[src/rtl/lampFPU_pkg.sv]
// lampFPU_pkg: shared widths, special constants, sqrt sequencer state and operand class
package lampFPU_pkg;
  localparam int LAMP_FLOAT_DW = 16;
  localparam int LAMP_FLOAT_E_DW = 8;
  localparam int LAMP_FLOAT_F_DW = 7;
  localparam logic [LAMP_FLOAT_DW-1:0] QNAN = 16'h7FC0;
  localparam logic [LAMP_FLOAT_DW-1:0] PINF = 16'h7F80;
  localparam logic [LAMP_FLOAT_E_DW-1:0] BIAS = 8'd127;
  typedef enum logic [2:0] {IDLE, ISSUE, WAIT, PACK, OUT} state_t;
  typedef struct packed {
    logic is_nan;
    logic is_zero;
    logic is_inf;
    logic is_neg;
  } class_t;
endpackage

[src/rtl/lampfpu_sqrt_issue_if.sv]
// lampfpu_sqrt_issue_if: operand/result handshake bundle; flags_o exists only with LAMP_SQRT_FLAGS_EN
interface lampfpu_sqrt_issue_if;
  import lampFPU_pkg::*;
  logic in_valid_i;
  logic in_ready_o;
  logic [LAMP_FLOAT_DW-1:0] op_i;
  logic inv_i;
  logic out_valid_o;
  logic out_ready_i;
  logic [LAMP_FLOAT_DW-1:0] res_o;
`ifdef LAMP_SQRT_FLAGS_EN
  logic [1:0] flags_o;
`endif
  modport master (
    output in_valid_i, op_i, inv_i, out_ready_i,
    input in_ready_o, out_valid_o, res_o
`ifdef LAMP_SQRT_FLAGS_EN
    , flags_o
`endif
  );
  modport slave (
    input in_valid_i, op_i, inv_i, out_ready_i,
    output in_ready_o, out_valid_o, res_o
`ifdef LAMP_SQRT_FLAGS_EN
    , flags_o
`endif
  );
endinterface

[src/rtl/lampfpu_sqrt_classify.sv]
// lampfpu_sqrt_classify: operand class, special-case result and result exponent
module lampfpu_sqrt_classify
  import lampFPU_pkg::*;
(
  input  logic [LAMP_FLOAT_DW-1:0]   op,
  input  logic                       inv,
  output class_t                     cls,
  output logic [LAMP_FLOAT_DW-1:0]   spec_res,
  output logic [LAMP_FLOAT_E_DW-1:0] er,
  output logic                       exp_odd
);
  logic [LAMP_FLOAT_E_DW-1:0] e_b;
  logic [LAMP_FLOAT_F_DW-1:0] f;
  logic [LAMP_FLOAT_E_DW:0] ep;
  assign e_b = op[14:7];
  assign f = op[6:0];
  assign cls.is_zero = e_b == '0;
  assign cls.is_inf = &e_b && f == '0;
  assign cls.is_nan = &e_b && |f;
  assign cls.is_neg = op[15];
  // floor((E-127)/2) = ((E+1)>>1) - 64, and bit 0 of E+1 is the odd-exponent flag
  assign ep = {1'b0, e_b} + 9'd1;
  assign exp_odd = ep[0];
  assign er = inv ? 8'd191 - ep[8:1] : ep[8:1] + (BIAS - 8'd64);
  assign spec_res = (cls.is_nan || (cls.is_neg && !cls.is_zero)) ? QNAN :
                    cls.is_zero ? {op[15], inv ? PINF[14:0] : 15'h0} :
                    inv ? 16'h0000 : PINF;
endmodule

[src/rtl/lampfpu_sqrt_issue.sv]
// lampfpu_sqrt_issue: operand/issue/pack sequencer around the Goldschmidt sqrt core (option LAMP_SQRT_FLAGS_EN)
module lampfpu_sqrt_issue
  import lampFPU_pkg::*;
(
  input  logic                 clk,
  input  logic                 rst,
  lampfpu_sqrt_issue_if.slave  io,
  output logic                 core_do_o,
  output logic [7:0]           core_s_o,
  output logic                 core_exp_odd_o,
  output logic                 core_inv_o,
  output logic                 core_special_o,
  input  logic                 core_valid_i,
  input  logic [7:0]           core_res_i
);
  state_t state;
  class_t cls;
  logic [LAMP_FLOAT_DW-1:0] spec_res, sres, nres;
  logic [LAMP_FLOAT_E_DW-1:0] er, er_q;
  logic [7:0] cres;
  logic exp_odd, special, spec_q;
  lampfpu_sqrt_classify u_cls (
    .op(io.op_i), .inv(io.inv_i), .cls(cls), .spec_res(spec_res), .er(er), .exp_odd(exp_odd)
  );
  assign special = cls.is_nan | cls.is_neg | cls.is_zero | cls.is_inf;
  assign io.in_ready_o = state == IDLE;
  assign io.out_valid_o = state == OUT;
  // core result 0 means it wrapped to 2.0; a clear MSB means it fell below 1.0
  always_comb
    nres = cres == 8'h00 ? {1'b0, er_q + 8'd1, 7'h00} :
           cres[7] ? {1'b0, er_q, cres[6:0]} :
           {1'b0, er_q - 8'd1, cres[5:0], 1'b0};
`ifdef LAMP_SQRT_FLAGS_EN
  logic [1:0] flg;
`endif
  always_ff @(posedge clk) begin
    if (rst) begin
      state <= IDLE;
      io.res_o <= '0;
      core_do_o <= 1'b0;
      core_special_o <= 1'b0;
      core_s_o <= '0;
      core_exp_odd_o <= 1'b0;
      core_inv_o <= 1'b0;
      spec_q <= 1'b0;
      sres <= '0;
      er_q <= '0;
      cres <= '0;
`ifdef LAMP_SQRT_FLAGS_EN
      flg <= '0;
      io.flags_o <= '0;
`endif
    end else begin
      core_do_o <= 1'b0;
      core_special_o <= 1'b0;
      case (state)
        IDLE: if (io.in_valid_i) begin
          state <= ISSUE;
          core_do_o <= !special;
          core_special_o <= special;
          core_s_o <= {1'b1, io.op_i[6:0]};
          core_exp_odd_o <= exp_odd;
          core_inv_o <= io.inv_i;
          spec_q <= special;
          sres <= spec_res;
          er_q <= er;
`ifdef LAMP_SQRT_FLAGS_EN
          flg <= {cls.is_nan | (cls.is_neg & !cls.is_zero), io.inv_i & cls.is_zero};
`endif
        end
        ISSUE: state <= WAIT;
        WAIT: if (core_valid_i) begin
          cres <= core_res_i;
          state <= PACK;
        end
        PACK: begin
          io.res_o <= spec_q ? sres : nres;
`ifdef LAMP_SQRT_FLAGS_EN
          io.flags_o <= flg;
`endif
          state <= OUT;
        end
        OUT: if (io.out_ready_i) state <= IDLE;
        default: state <= IDLE;
      endcase
    end
  end
endmodule

[src/flat_wrapper.sv]
// flat-port wrapper written by rule: the top's interface ports become plain ports
module lampfpu_sqrt_issue_flat import lampFPU_pkg::*;
  (clk, rst, core_do_o, core_s_o, core_exp_odd_o, core_inv_o, core_special_o, core_valid_i, core_res_i, io_in_valid_i, io_op_i, io_inv_i, io_out_ready_i, io_in_ready_o, io_out_valid_o, io_res_o);
  lampfpu_sqrt_issue_if io_i ();
  input  logic clk;
  input  logic rst;
  output logic core_do_o;
  output logic [7:0] core_s_o;
  output logic core_exp_odd_o;
  output logic core_inv_o;
  output logic core_special_o;
  input  logic core_valid_i;
  input  logic [7:0] core_res_i;
  input wire logic [$bits(io_i.in_valid_i)-1:0] io_in_valid_i;
  input wire logic [$bits(io_i.op_i)-1:0] io_op_i;
  input wire logic [$bits(io_i.inv_i)-1:0] io_inv_i;
  input wire logic [$bits(io_i.out_ready_i)-1:0] io_out_ready_i;
  output wire logic [$bits(io_i.in_ready_o)-1:0] io_in_ready_o;
  output wire logic [$bits(io_i.out_valid_o)-1:0] io_out_valid_o;
  output wire logic [$bits(io_i.res_o)-1:0] io_res_o;
  assign io_i.in_valid_i = io_in_valid_i;
  assign io_i.op_i = io_op_i;
  assign io_i.inv_i = io_inv_i;
  assign io_i.out_ready_i = io_out_ready_i;
  assign io_in_ready_o = io_i.in_ready_o;
  assign io_out_valid_o = io_i.out_valid_o;
  assign io_res_o = io_i.res_o;
  lampfpu_sqrt_issue u_core (.clk(clk), .rst(rst), .io(io_i), .core_do_o(core_do_o), .core_s_o(core_s_o), .core_exp_odd_o(core_exp_odd_o), .core_inv_o(core_inv_o), .core_special_o(core_special_o), .core_valid_i(core_valid_i), .core_res_i(core_res_i));
endmodule
[config.mk]
export PLATFORM = sky130hd
export DESIGN_NAME = lampfpu_sqrt_issue_flat
export DESIGN_NICKNAME = d
export VERILOG_FILES = /design/src/rtl/lampFPU_pkg.sv /design/src/rtl/lampfpu_sqrt_issue_if.sv /design/src/rtl/lampfpu_sqrt_classify.sv /design/src/rtl/lampfpu_sqrt_issue.sv /design/src/flat_wrapper.sv
export SDC_FILE = /design/constraint.sdc
export NUM_CORES = 1
export LEC_CHECK = 0
export BUFFER_PORTS_ARGS = -buffer_cell sky130_fd_sc_hd__buf_2
export CORE_MARGIN = 4
export CORE_UTILIZATION = 55
export CTS_BUF_LIST = sky130_fd_sc_hd__clkbuf_4 sky130_fd_sc_hd__clkbuf_8 sky130_fd_sc_hd__clkbuf_16
export DETAILED_ROUTE_END_ITERATION = 10
export PLACE_DENSITY = 0.8
export SLEW_MARGIN = 20
export SYNTH_ARGS = -nofsm -noshare
export SYNTH_HDL_FRONTEND = slang
export SYNTH_SLANG_ARGS = --single-unit
[constraint.sdc]
create_clock -name clk -period 2.4 [get_ports clk]
set_input_delay 0.12 -clock clk [delete_from_list [all_inputs] [get_ports clk]]
set_output_delay 0.12 -clock clk [all_outputs]
set_load 0.005 [all_outputs]
* Word level (Yosys, flattened, before mapping)
Index checks and enable logic that the tools add are counted.
** Operators by class
- Equality and inequality tests :: 7
- Reductions and logical operators :: 16
- Add/subtract/negate cells :: 5
- Muxes and demuxes :: 12
- Bitwise logic cells :: 5
** Operators with widths (number)
- 16-bit 2-to-1 mux :: 4
- 15-bit 2-to-1 mux :: 3
- 8-bit logical NOT :: 2
- 3-bit one-hot mux with 5 select lines :: 1
- 8-bit by 1-bit adder with 9-bit output, second input constant :: 1
- 3-bit 2-to-1 mux :: 3
- 8-bit by 1-bit adder with 8-bit output, second input constant :: 1
- 8-bit by 6-bit adder with 8-bit output, second input constant :: 1
- 8-bit 2-to-1 mux :: 1
- 8-bit AND reduction :: 1
- 8-bit by 1-bit subtractor with 8-bit output, second input constant :: 1
- 8-bit subtractor, first input constant :: 1
- 7-bit logical NOT :: 1
- 7-bit OR reduction :: 1
- 3-bit by 2-bit == test with 1-bit output, second input constant :: 2
- 2-bit inequality test, second input constant :: 3
- 2-bit AND reduction :: 2
- 3-bit by 1-bit == test with 1-bit output, second input constant :: 1
- 3-bit == test, second input constant :: 1
- 1-bit logical AND :: 3
- 3-bit logical NOT :: 1
- 1-bit OR :: 3
- 3-bit AND reduction :: 1
- 3-bit OR reduction :: 1
- other kinds (3) :: 5
** Storage, ports and cells
- Input bits :: 30
- Bits in registers :: 64

* Logic depth before layout (Yosys ltp)
- Depth after elaboration :: 6
- Gate-level depth with buffers :: 8
- Depth with buffers taken out :: 7

* Hierarchy
A second synthesis with hierarchy kept.
** Unflattened totals
- Cell total of the unflattened synthesis :: 440
- Area total of the unflattened synthesis :: 3428.3 sq um
** By module, submodules not included
- lampfpu_sqrt_issue :: area an instance 2762.6 sq um, cells each 344, times used 1
- lampfpu_sqrt_classify :: area an instance 665.6 sq um, cells each 96, times used 1

* Least setup slack after synthesis
Ideal clock, no wire load.
- Path kind :: register to register
- Start :: reg u_core.cres[0]
- End :: reg u_core.io.res_o[10]
- Path slack :: 0.451 ns
- Path buffers :: 1
- Stages on the path, launching flop included :: 7
- Period minus slack after synthesis :: 1.949 ns
- Setup time :: 0.091 ns
- Data required time :: 2.309 ns
- Arrival :: 1.858 ns
- Cell sequence :: dfxtp_1 or4_4 buf_6 nor4_4 nor3_1 or3b_1 a311oi_1
** On the way
- Cells in the longest elaborated chain, start to end :: 3
** Ends and longest elaborated chain
- start, declared :: line lampfpu_sqrt_issue.sv:20 : logic [7:0] cres;
- start signal, assigned :: line lampfpu_sqrt_issue.sv:73 : cres <= core_res_i;
- 8-bit logical NOT :: line lampfpu_sqrt_issue.sv:30 : nres = cres == 8'h00 ? {1'b0, er_q + 8'd1, 7'h00} :
- 16-bit 2-to-1 mux :: line lampfpu_sqrt_issue.sv:30
- 16-bit 2-to-1 mux :: line lampfpu_sqrt_issue.sv:77 : io.res_o <= spec_q ? sres : nres;
- end signal, assigned :: line lampfpu_sqrt_issue.sv:77
- end, declared :: line lampfpu_sqrt_issue_if.sv:23 : output in_ready_o, out_valid_o, res_o
No other way between the ends.
A chain may end at the register's enable or synchronous reset.

* Final worst setup path
- Start :: reg u_core.cres[4]
- End :: reg u_core.io.res_o[10]
The elaborated chain is that of the path after synthesis.

==> flow_summary.toml <==
[run_status]
status = "completed"

[clock_tree]
cts_tree = "built"
insertion_delay_ns = 0.30
cts_setup_buffers = 0
clkSlewWorstSetupHoldPaths_ns = 0.09
ctsLongestPathBuffers = 2
cts_resized = 0
cts_made_buffers = 5
cts.sink_count = 51
clock-root-buffer = "clkbuf_8"
cts_hold_buf = 0
h-tree-depth = 2

[finish]
num_antenna_cells = 0
area_growth_pct = 14.8
multi_input_area_um2 = 1650
ff_latch_area_um2 = 1020
fin_nets = 434
fillerInstances = 421
final_cells = 467
drive_gt1_share_pct = 21.8

[route]
via_count = 2784
drt_iter0_drc = 220
drcViolationCount = 0
ant_nets = 0
first_pass_iters = 5
via_per_inst = 5.96
wl_per_cell_um = 14.5
routed_wirelength_mm = 6.77

[synthesis]
synth-edff-count = 0
synth_seq_cells = 51
ys_async_sr_fraction_pct = 0
synth-main-ff-cell = "dfxtp_1"
avgSynthCellArea_um2 = 7.98
yosysWarnings = 0
synth_top_area_share_pct = 36.0
synth_area_um2 = 2830
synth.yosys.seq_area_share_pct = 36.0
synth_area_leader_cell = "dfxtp_1"
syn_nets = 390
netlist_top_cells_area = "dfxtp_1, nor2_1, mux2i_1"
synth_cell_type_count = 53
syn_inst = 355

[placement]
portBuffers = 59
hpwl_mm = 5.01
gp_congestion = 0.857
dp_cells = 459

[sta]
tns_ns = 0
finalClockSkew_ns = 0.00561
slew_headroom_pct = 64.0
finalHoldViolations = 0
period_needed_ns = 2.13
worst_slew_pin_slew_ns = 0.538
finalSetupViolCount = 0
final_max_slew_viol_count = 0
timing.final.crit_share_pct = 88.8
fmaxAchievable_mhz = 469
rsz0062_at_grt = "false"

[die]
core_um2 = 4850
dieHeight_um = 79.8
die_w_um = 79.8
io_pins = 60
rows = 25
die_area_um2 = 6360
start_util_pct = 58.4

[setup_path]
cp.arrival_ns = 2.35
critPathKind = "register to register"
endpoint_kind = "register"
cp_max_fo = 8
required_ns = 2.62
start_kind = "register"

[global_route]
grt.busiest_layer = "met2"
grt_pass1_wl_mm = 11.6
first_global_vias = 2527
grt.met3_usage_pct = 4.18
grtUsageMet1_pct = 29.3
grt_remaining_overflow = 0
grt_max_degree = 29
antenna_found_initial = 0
track_usage_pct = 22.3
met2_usage_pct = 37.1

[power]
power_density_nw_per_um2 = 594
p_leak_uw = 0.00131
ir_worst_vdd_v = 0.000534

[job]
drv_cap = 0

[hold_path]
hold_class = "input port to register"
## cells by family (layout without fill, tap and decap cells)
logic type / count (synthesis) / after routing / share of synthesized area [%]
AOI/OAI and AO/OA: 72 / 72 / 16.6
xor gates and xnor gates: 10 / 10 / 3.09
adders and majority gates: 5 / 5 / 2.21
buffers and inverters: 42 / 87 / 6.10
DFF: 51 / 51 / 36.0
muxes: 18 / 18 / 6.45
and+or+nand+nor: 157 / 157 / 29.5
## power by group
part | switching, uW | internal [uW]
clock network | 274 | 200
registers | 77.6 | 906
logic | 263 | 210
total | 615 | 1320
## final timing paths
kind / start / endpoint / slack [ns] / cells past startpoint
hold / removal: core_res_i[0] / u_core.cres[0] / 0.05 / 3
hold reg to reg: u_core.core_s_o[2] / u_core.core_s_o[2] / 0.46 / 2
setup reg to reg: u_core.cres[4] / u_core.io.res_o[10] / 0.27 / 5
setup / recovery: u_core.cres[4] / u_core.io.res_o[10] / 0.27 / 5
## per-stage QoR
stage | cell area [um^2] | setup WS, ns | util, % | power (uW) | hold WS [ns]
finish | 3250 | 0.269 | 67.0 | 1930 | 0.0521
global route | 3250 | 0.127 | 67.0 | 2050 | 0.0565
CTS | 3250 | 0.283 | 67.0 | 1940 | 0.0562
detailed placement | 3170 | 0.311 | 65.3 | 1470 | 0.366
global placement | 3170 | 0.390 | 65.3 | 1450 | 0.352
floorplan | 2830 | 0.451 | - | 1320 | 0.256
## layout make-up
| cell class | count | share of cell area (%) |
|---|---|---|
| inverters | 10 | 1.15 |
| clock inverters | 3 | 0.462 |
| well taps | 67 | 2.58 |
| clock buffers | 5 | 2.12 |
| repair buffers | 69 | 11.4 |
| multi-input cells | 262 | 50.9 |
| flip-flops and latches | 51 | 31.4 |
## layout by cell type, fill, tap and decap left out, types with 3 or more instances in the layout
cell	Yosys	layout
inv_1	10	10
nand2_1	28	28
or2_2	3	3
clkbuf_8	0	5
xor2_1	5	5
nor3_1	23	23
xnor2_1	5	5
a31oi_1	4	4
a211oi_1	14	14
clkinv_2	0	3
or4_1	4	4
nand2b_1	5	5
ha_1	5	5
nand4_1	6	6
nand3b_1	6	6
nor2_1	43	43
o211ai_1	4	4
nand3_1	7	7
o21a_1	3	3
buf_4	0	10
and2_1	3	3
or3_1	5	5
buf_2	5	59
o21ai_0	6	6
nor4_1	10	10
dfxtp_1	51	51
a21oi_1	26	26
mux2i_1	16	16
## cell usage after synthesis, drive strengths merged, types with 6 or more instances
cell / n
clkbuf: 25
o21ai: 7
nand2: 28
nor3: 23
dfxtp: 51
nand3: 7
nor2: 43
a21oi: 26
nand3b: 6
nand4: 6
nor4: 12
inv: 10
mux2i: 16
a211oi: 14
buf: 7
## sequential cells by signal, indices dropped and copies added, names as in the netlist
name and cells:
u_core.sres 3, u_core.core_special_o 1, u_core.spec_q 1, u_core.core_s_o 8
u_core.core_do_o 1, u_core.state 3, u_core.io.res_o 16, u_core.cres 8
u_core.core_exp_odd_o 1, u_core.core_inv_o 1, u_core.er_q 8
## worst max-delay path: stages (launching register included)
cell and delay [ns]:
dfxtp_1 0.36, or4_1 0.72, nor4_4 0.30, nor3_1 0.07, or3b_1 0.35, a311oi_1 0.25
## per-layer routing
metal	share of wire (%)	wire length, um
met5	0	0
met4	1.2	84
met3	6.1	412
met2	49	3300
met1	44	2970
Power figures use the tool's default switching activity.
